**src/rtl/wb_pkg.sv**
```systemverilog
// Shared types for the Wishbone classic initiator:
// FSM state encoding, command/response records and the timeout data word.
package wb_pkg;

    typedef enum logic [1:0] {
        ST_IDLE = 2'd0,
        ST_BUS  = 2'd1,
        ST_RESP = 2'd2,
        ST_GAP  = 2'd3
    } wb_state_e;

    localparam logic [31:0] WB_TIMEOUT_DATA = 32'hDEADBEEF;

    typedef struct packed {
        logic        we;
        logic [31:0] adr;
        logic [31:0] dat;
    } wb_cmd_t;

    typedef struct packed {
        logic [31:0] dat;
        logic        err;
    } wb_rsp_t;

endpackage

```
**src/rtl/wb_initiator_timer.sv**
```systemverilog
// Saturating 16-bit bus-cycle timer; hit flags the last allowed cycle
// so the initiator can abandon the cycle on that clock edge.
module wb_initiator_timer #(
    parameter int unsigned LIMIT = 255
) (
    input  logic wb_clk_i,
    input  logic wb_rst_ni,
    input  logic clear,
    input  logic enable,
    output logic hit
);

    localparam logic [15:0] LIM_M1 = 16'(LIMIT - 1);

    logic [15:0] count;

    always_ff @(posedge wb_clk_i or negedge wb_rst_ni) begin
        if (!wb_rst_ni) begin
            count <= '0;
        end else if (clear) begin
            count <= '0;
        end else if (enable && count != 16'hFFFF) begin
            count <= count + 16'd1;
        end
    end

    assign hit = enable && (count >= LIM_M1);

endmodule

```
**src/rtl/wb_initiator.sv**
```systemverilog
// Single-outstanding Wishbone classic initiator with response hold and gap.
// Optional bus timeout enabled by defining WB_INITIATOR_TIMEOUT_EN.
module wb_initiator
    import wb_pkg::*;
#(
    parameter int unsigned TIMEOUT_CYCLES = 255,
    parameter int unsigned GAP_MIN        = 1
) (
    input  logic        wb_clk_i,
    input  logic        wb_rst_ni,
    input  logic        cmd_valid,
    output logic        cmd_ready,
    input  logic        cmd_we,
    input  logic [31:0] cmd_adr,
    input  logic [31:0] cmd_dat,
    output logic        wbm_cyc_o,
    output logic        wbm_stb_o,
    output logic        wbm_we_o,
    output logic [31:0] wbm_adr_o,
    output logic [31:0] wbm_dat_o,
    input  logic [31:0] wbm_dat_i,
    input  logic        wbm_ack_i,
    output logic        rsp_valid,
    input  logic        rsp_ready,
    output logic [31:0] rsp_dat,
    output logic        rsp_err,
    output logic        busy
);

    wb_state_e   state;
    wb_cmd_t     cmd_q;
    wb_rsp_t     rsp_q;
    wb_rsp_t     bus_rsp;
    logic [15:0] gap_cnt;
    logic        gap_done;
    logic        to_hit;

`ifdef WB_INITIATOR_TIMEOUT_EN
    wb_initiator_timer #(
        .LIMIT(TIMEOUT_CYCLES)
    ) u_timer (
        .wb_clk_i (wb_clk_i),
        .wb_rst_ni(wb_rst_ni),
        .clear    (state != ST_BUS),
        .enable   (state == ST_BUS),
        .hit      (to_hit)
    );
`else
    assign to_hit = 1'b0;
`endif

    assign gap_done = (32'(gap_cnt) + 32'd1) >= GAP_MIN;

    // ack beats a timeout landing on the same edge
    always_comb begin
        bus_rsp.dat = cmd_q.we ? 32'd0 : wbm_dat_i;
        bus_rsp.err = 1'b0;
        if (to_hit && !wbm_ack_i) begin
            bus_rsp.dat = WB_TIMEOUT_DATA;
            bus_rsp.err = 1'b1;
        end
    end

    always_ff @(posedge wb_clk_i or negedge wb_rst_ni) begin
        if (!wb_rst_ni) begin
            state     <= ST_IDLE;
            cmd_q     <= '0;
            rsp_q     <= '0;
            wbm_cyc_o <= 1'b0;
            wbm_stb_o <= 1'b0;
            rsp_valid <= 1'b0;
            cmd_ready <= 1'b0;
            gap_cnt   <= '0;
        end else begin
            unique case (state)
                ST_IDLE: begin
                    cmd_ready <= 1'b1;
                    if (cmd_valid && cmd_ready) begin
                        cmd_q.we  <= cmd_we;
                        cmd_q.adr <= cmd_adr;
                        cmd_q.dat <= cmd_dat;
                        wbm_cyc_o <= 1'b1;
                        wbm_stb_o <= 1'b1;
                        cmd_ready <= 1'b0;
                        state     <= ST_BUS;
                    end
                end
                ST_BUS: begin
                    if (wbm_ack_i || to_hit) begin
                        wbm_cyc_o <= 1'b0;
                        wbm_stb_o <= 1'b0;
                        rsp_q     <= bus_rsp;
                        rsp_valid <= 1'b1;
                        state     <= ST_RESP;
                    end
                end
                ST_RESP: begin
                    if (rsp_ready) begin
                        rsp_valid <= 1'b0;
                        gap_cnt   <= '0;
                        state     <= ST_GAP;
                    end
                end
                ST_GAP: begin
                    // a lingering ack from the old slave holds us here
                    if (gap_done && !wbm_ack_i) begin
                        cmd_ready <= 1'b1;
                        state     <= ST_IDLE;
                    end else if (gap_cnt != 16'hFFFF) begin
                        gap_cnt <= gap_cnt + 16'd1;
                    end
                end
                default: state <= ST_IDLE;
            endcase
        end
    end

    assign wbm_we_o  = cmd_q.we;
    assign wbm_adr_o = cmd_q.adr;
    assign wbm_dat_o = cmd_q.dat;
    assign rsp_dat   = rsp_q.dat;
`ifdef WB_INITIATOR_TIMEOUT_EN
    assign rsp_err   = rsp_q.err;
`else
    assign rsp_err   = 1'b0;
`endif
    assign busy      = (state != ST_IDLE);

endmodule

```
**config.mk**
```make
export PLATFORM = sky130hd
export DESIGN_NAME = wb_initiator
export DESIGN_NICKNAME = d
export VERILOG_FILES = /design/src/rtl/wb_pkg.sv /design/src/rtl/wb_initiator_timer.sv /design/src/rtl/wb_initiator.sv
export SDC_FILE = /design/constraint.sdc
export NUM_CORES = 1
export LEC_CHECK = 0
export CELL_PAD_IN_SITES_DETAIL_PLACEMENT = 1
export CELL_PAD_IN_SITES_GLOBAL_PLACEMENT = 2
export CORE_UTILIZATION = 29
export DETAILED_ROUTE_END_ITERATION = 6
export HOLD_SLACK_MARGIN = 0.06
export PLACE_DENSITY_LB_ADDON = 0.1
export SLEW_MARGIN = 20
export SYNTH_ARGS = -nofsm -noshare
export SYNTH_HDL_FRONTEND = slang
export SYNTH_HIERARCHICAL = 1
export SYNTH_SLANG_ARGS = --single-unit
```
**constraint.sdc**
```tcl
create_clock -name wb_clk_i -period 6.5 [get_ports wb_clk_i]
set_input_delay 1.3 -clock wb_clk_i [delete_from_list [all_inputs] [get_ports wb_clk_i]]
set_output_delay 1.3 -clock wb_clk_i [all_outputs]
set_load 0.03 [all_outputs]
```
Yosys cells after proc, flatten, opt, wreduce, memory -nomap -nowiden. Index checks and enable logic that the tools add are counted.

Equal/unequal tests: 10. Divide/modulo/power cells: 0. Reductions and logical operators: 16. Bitwise operators: 0. $mul: 0. $add $sub $neg: 2. Shift-type cells: 0. Magnitude comparators: 1. Muxes and demuxes: 19.

Operator list (count): 2-to-1 mux 16 bit (3); 2-to-1 mux 32 bit (1); case mux 16 bit (2 select lines) (1); adder 16 x 1 -> 17 bit, second input constant (1); greater-or-equal comparator 17 x 1 -> 1 bit, second input constant (1); adder 16 x 1 -> 16 bit, second input constant (1); != test 16 bit, second input constant (1); != test 2 bit, second input constant (6); nonzero test 2 bit (5); 2-to-1 mux 2 bit (4); case mux 2 bit (4 select lines) (1); AND reduction 4 bit (2); 2-to-1 mux 1 bit (6); case mux 1 bit (2 select lines) (3); AND reduction 2 bit (3); AND reduction 3 bit (2); == test 2 bit, second input constant (2); == test 2 x 1 -> 1 bit, second input constant (1); logical AND 1 bit (2); zero test 2 bit (1); zero test 1 bit (1).

Memories: 0. Bits in writable memories: 0. Latch bits: 0. Register bits after elaboration: 118. Memory bits (read-only): 0. Output and inout port bits: 103. Bits of input ports: 102.

Logic depth before layout (Yosys ltp). Gate-level depths: netlist of the first run.

Depth in word-level cells: 5. Depth in mapped cells: 11. Gate-level depth less buffers: 9.

Least setup slack after synthesis of the first run. No wires, ideal clock.

Path kind: input to register. Start point: input rsp_ready. End point: register gap_cnt[11]. Setup slack: 3.840 ns. Arrival: 2.584 ns. Data required time: 6.424 ns. Cell stages on the path: 7. Library setup time: 0.076 ns. Cell sequence: nand2b_1 -> o21ai_0 -> a41oi_1 -> nand2_1 -> clkbuf_1 -> or4_1 -> o21ai_1.

Cells in the longest elaborated chain, start to end: 2.

RTL lines: from (decl) (line wb_initiator.sv:24) `input logic rsp_ready,`; != test 2 bit (no source line); AND reduction 4 bit (no source line); to (signal assigned) (line wb_initiator.sv:110) `gap_cnt <= gap_cnt + 16'd1;`; to (decl) (line wb_initiator.sv:34) `logic [15:0] gap_cnt;`.

No other way between the ends. A chain may end at the register's enable or synchronous reset.

Worst setup path after layout of the first run.
Start point: input rsp_ready. End point: register gap_cnt[12].

The elaborated chain is that of the path after synthesis.

==> Implementation_results.wiki, run 1 <==
{| class="wikitable"
! Metric !! Value
|-
| Status || finished with violations
|-
| Failing checks || design-rule violations
|-
| Arrival time at the worst endpoint || 3630 ps
|-
| Launch point of the critical path || rsp_ready
|-
| 1st-pass router iterations || 6
|-
| Total placed cells including tap cells || 873
|-
| Most used flip-flop cell after synthesis || dfrtp_1
|-
| Synthesized instance count || approximately 470
|-
| Final antenna-violating net count || 0
|-
| Final weighted congestion in routability-driven placement || 0.7443
|-
| Vias per Instance || 4.782
|-
| Critical-path top delay cell || or4_1
|-
| Start point of the worst hold path || rsp_dat[30]$_DFFE_PN0P_
|-
| H-Tree Level Count || 4
|-
| Count of hold-fix buffers inserted at cts || 0
|-
| Std cell rows || 49
|-
| Crit. End Element || flop
|-
| Chain of cells forming the critical path || clkdlybuf4s50_1, nand2b_1, o21ai_0, a41oi_1, nand2_1, or4_1, a2bb2oi_1, o21ai_0
|-
| Yosys warning count || 6
|-
| Vias after detailed routing || 4328
|-
| Grt peak-use layer || met2
|-
| Post-synthesis net count || approximately 580
|-
| CTS tree || yes
|-
| Share of final-layout standard cells stronger than drive strength 1 || 0.1686
|-
| Post-synth EDFFs || 0
|-
| Drt wl/cell || 17.40 microns
|-
| Final layout net count || 771
|-
| Total negative slack || 0 ps
|-
| FF/Latch Area || 0.002953 sq mm
|-
| Clock tree root driver cell || clkbuf_16
|-
| Total of cells resized after clock tree synthesis || 0
|-
| Cell area power density || 516.2 mW/mm^2
|-
| Syn Std Cell Area || 0.005371 sq mm
|-
| Sequential fraction of the synthesis area || 0.5497
|-
| Initial drt markers || 179
|-
| Cell Count, Final, Fillers Out || between 900 and 1000
|-
| Worst voltage drop across the vdd grid || roughly 200 uV
|-
| Wire length of the first global-routing pass || 25990 microns
|-
| Number of hold violations in the final report || 0
|-
| CP Launch Type || input pin
|-
| Die outline width || 138.1 microns
|-
| Total setup violations reported at the end of the flow || 0
|-
| Unique cell type count in the Yosys netlist || 52
|-
| Critical Path Most Common Cell || o21ai_0
|-
| Largest delay contributor family on the critical path || simple AND/OR/NAND/NOR gates
|-
| Later-pin clock latency in the skew report || between 400 and 500 ps
|-
| FF+latch count, synth || 118
|-
| Maximum achievable frequency || around 300 MHz
|-
| DRC errors left || 14
|-
| Count of buffers inserted at the top-level ports || 203
|-
| Met2 routing resource usage after global routing || 0.2948
|-
| R2r startpoint || gap_cnt[0]$_DFFE_PN0P_
|-
| Buffer count from post-CTS setup fixing || 0
|-
| Total gr overflow || 0
|-
| Placeable core region || 0.01809 sq mm
|-
| Area grow syn2layout || 51.88%
|-
| Time the final worst path needs with I/O delays and setup || approximately 3300 ps
|-
| Worst EP required || about 7000 ps
|-
| Die area || 0.01907 sq mm
|-
| Max Cap Violations || 0
|-
| Diode insertion count for antenna repair || 0
|-
| Slew at the pin with the worst max-slew slack || ~800 ps
|-
| Asr flop ratio synth || 1.000
|-
| Clock buffers created by TritonCTS || 17
|-
| Final slew viol count || 0
|-
| Clock slew at the register clock pins of the worst setup and hold paths || 60 ps
|-
| GR met1 Demand/Resource || 0.2040
|-
| Clock tree skew after final layout || 9.734 ps
|-
| Number of global-route vias before repair || between 4000 and 5000
|-
| Initial cell density of the core || 0.2970
|-
| Fill cells || between 1500 and 2000
|-
| Post-route clock period utilization || 0.5086
|-
| Slew headroom || 0.4688
|-
| Height of the die || between 100 and 150 microns
|-
| Hold/Removal Path Class || flop to flop
|-
| Multi-input logic area || ~0.0022 sq mm
|-
| Detailed placer's ending HPWL || 11110 microns
|-
| Buf+Inv Stages, Crit Path || 1
|-
| Largest net degree at the start of global routing || 76
|-
| Critical path start-end classification || input pin to flop
|-
| Delay of the slowest cell on the worst path || 530 ps
|-
| Antenna violations before repair || 0
|-
| Worst-case clock buffer depth || 2
|-
| Ports placed on the boundary || 205
|-
| Unrepaired setup endpoints after global routing || no
|-
| Synth Area per Inst || between 10 and 15 sq um
|-
| Largest fanout of any net on the critical path || 13
|-
| Count of clock tree sinks || 118
|-
| P_leak || 3.411 nW
|-
| Total GRT Usage || 0.1758
|-
| Met3 routing resource usage after global routing || 0.06685
|-
| Total length of routed wires || 15750 microns
|}
==> through the flow <==
step	hold slack [ps]	area, sq um	total power [W]	utilization	setup slack, ps
floorplan	534.8	5371	0.002407	-	3840
global placement	459.9	7555	0.003263	0.4177	2869
detailed placement	473.8	7555	0.003306	0.4177	2774
CTS	487.8	8143	0.004271	0.4502	3090
global route	502.8	8158	0.004450	0.4511	3019
finish	480.8	8158	0.004211	0.4511	3194
==> cell usage in the layout (no fill, tap or decap), types with 4 or more instances in the layout <==
cell type and count:
dfrtp_1 118, nand2_1 59, mux2_2 66, clkbuf_16 17
o21ai_0 41, buf_4 4, nand4_1 7, inv_1 11
or4_1 12, inv_6 5, nor2_1 12, o211ai_1 10
ha_1 6, nand2b_1 35, clkdlybuf4s50_1 202, nand3_1 9
==> final timing paths <==
path	to	slack [ps]	cells after the start
worst min register to register	rsp_dat[30]$_DFFE_PN0P_	480	2
min in group asynchronous	gap_cnt[6]$_DFFE_PN0P_	920	1
max in group asynchronous	wbm_dat_o[24]$_DFFE_PN0P_	4500	2
worst max-delay path	gap_cnt[12]$_DFFE_PN0P_	3190	8
worst max register to register	state[1]$_DFFE_PN0P_	3400	8
worst min-delay path	rsp_dat[30]$_DFFE_PN0P_	480	2
==> power breakdown <==
group,switching [W],internal [W]
logic,0.00114,0.000899
registers,0.000175,0.00105
clock network,0.000361,0.000579
==> logic make-up after synthesis <==
group,count (synthesis),share of synthesized area
xor+xnor,2,0.003262
simple gates,151,0.1509
flops,118,0.5497
other cells,1,0.0006981
fa+ha+maj,6,0.01398
buf+inv,45,0.03890
mux,69,0.1449
compound gates,79,0.09760
==> tightest hold or removal path, cell delays in order, from the launching register on <==
cell     delay, ps
dfrtp_1        340
nand2_1         50
o21ai_0         60
==> synth_stat cells, types with 3 or more instances <==
library cell	number	area share
dfrtp_1	118	0.55
mux2_2	66	0.14
nand2_1	59	0.041
o21ai_0	41	0.038
nand2b_1	35	0.041
clkbuf_1	21	0.015
nor2_1	12	0.0084
or4_1	12	0.017
inv_1	11	0.0077
nand3_1	10	0.0093
o211ai_1	10	0.014
nand4_1	7	0.0082
ha_1	6	0.014
buf_4	5	0.0070
buf_2	4	0.0037
a2bb2oi_1	3	0.0049
a31oi_1	3	0.0035
and3_1	3	0.0035
o311ai_0	3	0.0049
==> sequential cells by signal, indices dropped and copies added, names as in the netlist <==
signal and cells:
wbm_dat_o 32, cmd_ready 1, wbm_stb_o 1, gap_cnt 16
wbm_adr_o 32, wbm_we_o 1, rsp_dat 32, rsp_valid 1
state 2
==> layout make-up <==
type / count / share of cell area
Clock buffer: 19 / 0.05429
Clock inverter: 13 / 0.01779
Inverter: 11 / 0.005061
Multi-Input combinational cell: 308 / 0.2729
Sequential cell: 118 / 0.3620
Tap cell: 229 / 0.03512
Timing Repair Buffer: 207 / 0.2529
==> per-layer routing <==
layer | wire length (microns) | up-vias
met5 | 0 | -
met4 | 303 | 0
met3 | 1171 | 22
met2 | 7888 | 118
met1 | 6383 | 2144
li1 | - | 2044
Power figures use the tool's default switching activity.
==> run 2: changes to the inputs <==
--- a/config.mk
+++ b/config.mk
@@ -7,7 +7,7 @@
 export LEC_CHECK = 0
 export CELL_PAD_IN_SITES_DETAIL_PLACEMENT = 1
 export CELL_PAD_IN_SITES_GLOBAL_PLACEMENT = 2
-export CORE_UTILIZATION = 29
+export CORE_UTILIZATION = 27
 export DETAILED_ROUTE_END_ITERATION = 6
 export HOLD_SLACK_MARGIN = 0.06
 export PLACE_DENSITY_LB_ADDON = 0.1
==> constraint.sdc (replaced) <==
create_clock -name wb_clk_i -period 3.4 [get_ports wb_clk_i]
set_input_delay 0.68 -clock wb_clk_i [delete_from_list [all_inputs] [get_ports wb_clk_i]]
set_output_delay 0.68 -clock wb_clk_i [all_outputs]
set_load 0.03 [all_outputs]
==> run 2 against run 1 <==
Via count is 1.2% lower. Register-to-register slack got worse by 2900 ps. Sequential share of layout area down 0.38 points. Sequential power grew 91%. Clock-buffer cell count shrank 1. The run now ends clean. Combinational power grew 93%. Core utilization decreased by 2.7 points. Highest routed layer unchanged. Clock power up 90%. Clock skew down 1.5 ps. Critical path type is now flop to flop. Cell count rose by 4.5%.
==> Implementation_results.wiki, run 2 (synthesis gave the netlist of run 1 again) <==
{| class="wikitable"
! Metric !! Value
|-
| Std cell rows || 51
|-
| Share of total power consumed by net switching || 0.3993
|-
| Largest net degree at the start of global routing || 72
|-
| DRC errors left || 0
|-
| Total of cells resized after clock tree synthesis || 0
|-
| Height of the die || 143.0 microns
|-
| Layout Utilization || 0.4236
|-
| Critical path start-end classification || flop to flop
|-
| Drt wl/cell || 16.91 microns
|-
| Switching power || 0.003221 W
|-
| Max Cap Violations || 0
|-
| Hold/Removal Path Class || input pin to asynchronous set/reset pin
|-
| FF/Latch Area || 0.002953 sq mm
|-
| Clock slew at the register clock pins of the worst setup and hold paths || 60 ps
|-
| Initial cell density of the core || 0.2760
|-
| Vias after detailed routing || about 4300
|-
| Area grow syn2layout || 53.48%
|-
| Largest fanout of any net on the critical path || 20
|-
| Total length of routed wires || 16000 microns
|-
| Status || finished, final reports clean
|-
| Count of buffers inserted at the top-level ports || 203
|-
| H-Tree Level Count || 4
|-
| Diode insertion count for antenna repair || 0
|-
| Slew at the pin with the worst max-slew slack || roughly 660 ps
|-
| Launch point of the critical path || gap_cnt[0]$_DFFE_PN0P_
|-
| Fill cells || 2082
|-
| Reg-to-reg critical path endpoint || state[1]$_DFFE_PN0P_
|-
| Total gr overflow || 0
|-
| P_leak || 3.440 nW
|-
| Critical path capture point || state[1]$_DFFE_PN0P_
|-
| Delay of the slowest cell on the worst path || 470 ps
|-
| Part of the total power dissipated in combinational logic || 0.488
|-
| Worst voltage drop across the vdd grid || 389.0 uV
|-
| Final antenna-violating net count || 0
|-
| Crit. End Element || flop
|-
| Final layout net count || roughly 780
|-
| Vias per Instance || 4.518
|-
| Slew headroom || 0.5574
|-
| 1st-pass router iterations || 4
|-
| Count of clock tree sinks || approximately 120
|-
| Detailed placer's ending HPWL || 11570 microns
|-
| Worst-case clock buffer depth || 2
|-
| Number of global-route vias before repair || 4600
|-
| Maximum achievable frequency || 350.6 MHz
|-
| Commonest cells after routing, fill and taps aside || clkdlybuf4s50_1, dfrtp_1, mux2_2
|-
| Final slew viol count || 0
|-
| Clock buffers created by TritonCTS || 17
|-
| Unrepaired setup endpoints after global routing || no
|-
| Die area || 0.02046 sq mm
|-
| Total negative slack || 0 ps
|-
| R2R Setup Slk || 550 ps
|-
| Total GRT Usage || 0.1653
|-
| Cell area power density || 978.7 mW/mm^2
|-
| Fraction of power consumed by sequential logic || 0.292
|-
| Critical-path top delay cell || dfrtp_1
|-
| Multi-input logic area || 0.002217 sq mm
|-
| Placeable core region || 0.01946 sq mm
|-
| CTS tree || yes
|-
| Clock tree root driver cell || clkbuf_16
|-
| Worst EP required || roughly 3700 ps
|-
| Ports placed on the boundary || between 200 and 250
|-
| Share of final-layout standard cells stronger than drive strength 1 || 0.1762
|-
| Final weighted congestion in routability-driven placement || 0.7802
|-
| Chain of cells forming the critical path || ha_1, and4_1, and3_1, nand4_1, a211oi_2, a41oi_2, buf_4, o2111a_1, mux2_4
|-
| Time the final worst path needs with I/O delays and setup || about 2900 ps
|-
| CP Launch Type || flop
|-
| Later-pin clock latency in the skew report || 410 ps
|-
| Count of hold-fix buffers inserted at cts || 0
|-
| Depth of the worst register-to-register path || 9
|-
| Die outline width || 143.0 microns
|-
| Clock share of power || 0.220
|-
| Total setup violations reported at the end of the flow || 0
|-
| Number of hold violations in the final report || 0
|-
| Antenna violations before repair || 0
|-
| Post-route clock period utilization || 0.8389
|-
| Most frequent standard cell in the layout excluding fill and tap cells || clkdlybuf4s50_1
|-
| Initial drt markers || between 150 and 200
|-
| Arrival time at the worst endpoint || 3150 ps
|-
| Wire length of the first global-routing pass || 25460 microns
|-
| Internal power of the cells || 0.004847 W
|-
| R2r startpoint || gap_cnt[0]$_DFFE_PN0P_
|-
| Clock tree skew after final layout || slightly above 8 ps
|-
| Buffer count from post-CTS setup fixing || 0
|}
run 2: metrics by stage:
step	setup WS, ps	instances	power (W)	hold slack (ps)	instance area (sq um)
after global routing	350.6	946	0.008560	338.6	8244
after CTS	540.9	946	0.008205	312.0	8244
after floorplan	847.5	471	0.004602	384.4	5371
after detailed placement	517.0	914	0.006374	470.9	7665
after global placement	590.3	914	0.006281	461.9	7665
final	547.9	946	0.008068	294.7	8244
run 2: area by class of cell:
class,instances,area share
tap,265,0.04022
sequential,118,0.3582
clock inverter,14,0.01821
clock buffer,18,0.05206
multi-input combinational,308,0.2689
timing repair buffer,212,0.2574
inverter,11,0.005008
run 2: how the worst min path moves through the flow:
| stage | to | slack (ps) | cells after the start |
|---|---|---|---|
| 2_1_floorplan | cmd_ready$_DFFE_PN0P_ | 380 | 0 |
| 3_3_place_gp | rsp_dat[5]$_DFFE_PN0P_ | 460 | 2 |
| 3_5_place_dp | rsp_dat[0]$_DFFE_PN0P_ | 470 | 2 |
| 4_1_cts | gap_cnt[5]$_DFFE_PN0P_ | 310 | 1 |
| 5_1_grt | gap_cnt[7]$_DFFE_PN0P_ | 340 | 1 |
| 6_report | gap_cnt[5]$_DFFE_PN0P_ | 290 | 1 |
run 2: worst max-delay path: cells and delay by family, from the launching register on:
family	cells	cell delay [ps]
flip-flops	1	470
AND/OR/NAND/NOR	3	740
AO/OA/AOI/OAI	3	700
buffers and inverters	1	230
adder cells (fa/ha/maj)	1	290
multiplexers	1	310
run 2: per-layer routing:
layer  part of all wire  vias to the layer above  track usage
li1                   -                     2042            -
met1               0.39                     2102       0.1837
met2               0.52                      117       0.2845
met3              0.080                       13      0.06640
met4              0.013                        0      0.05772
met5                  0                        -            0
run 2: power by group through the flow:
stage | Sequential [W] | Clock, W | Combinational, W
floorplan | 0.00350 | 0 | 0.00111
global placement | 0.00234 | 0 | 0.00394
detailed placement | 0.00238 | 0 | 0.00399
CTS | 0.00236 | 0.00184 | 0.00401
global route | 0.00246 | 0.00189 | 0.00421
finish | 0.00235 | 0.00178 | 0.00394
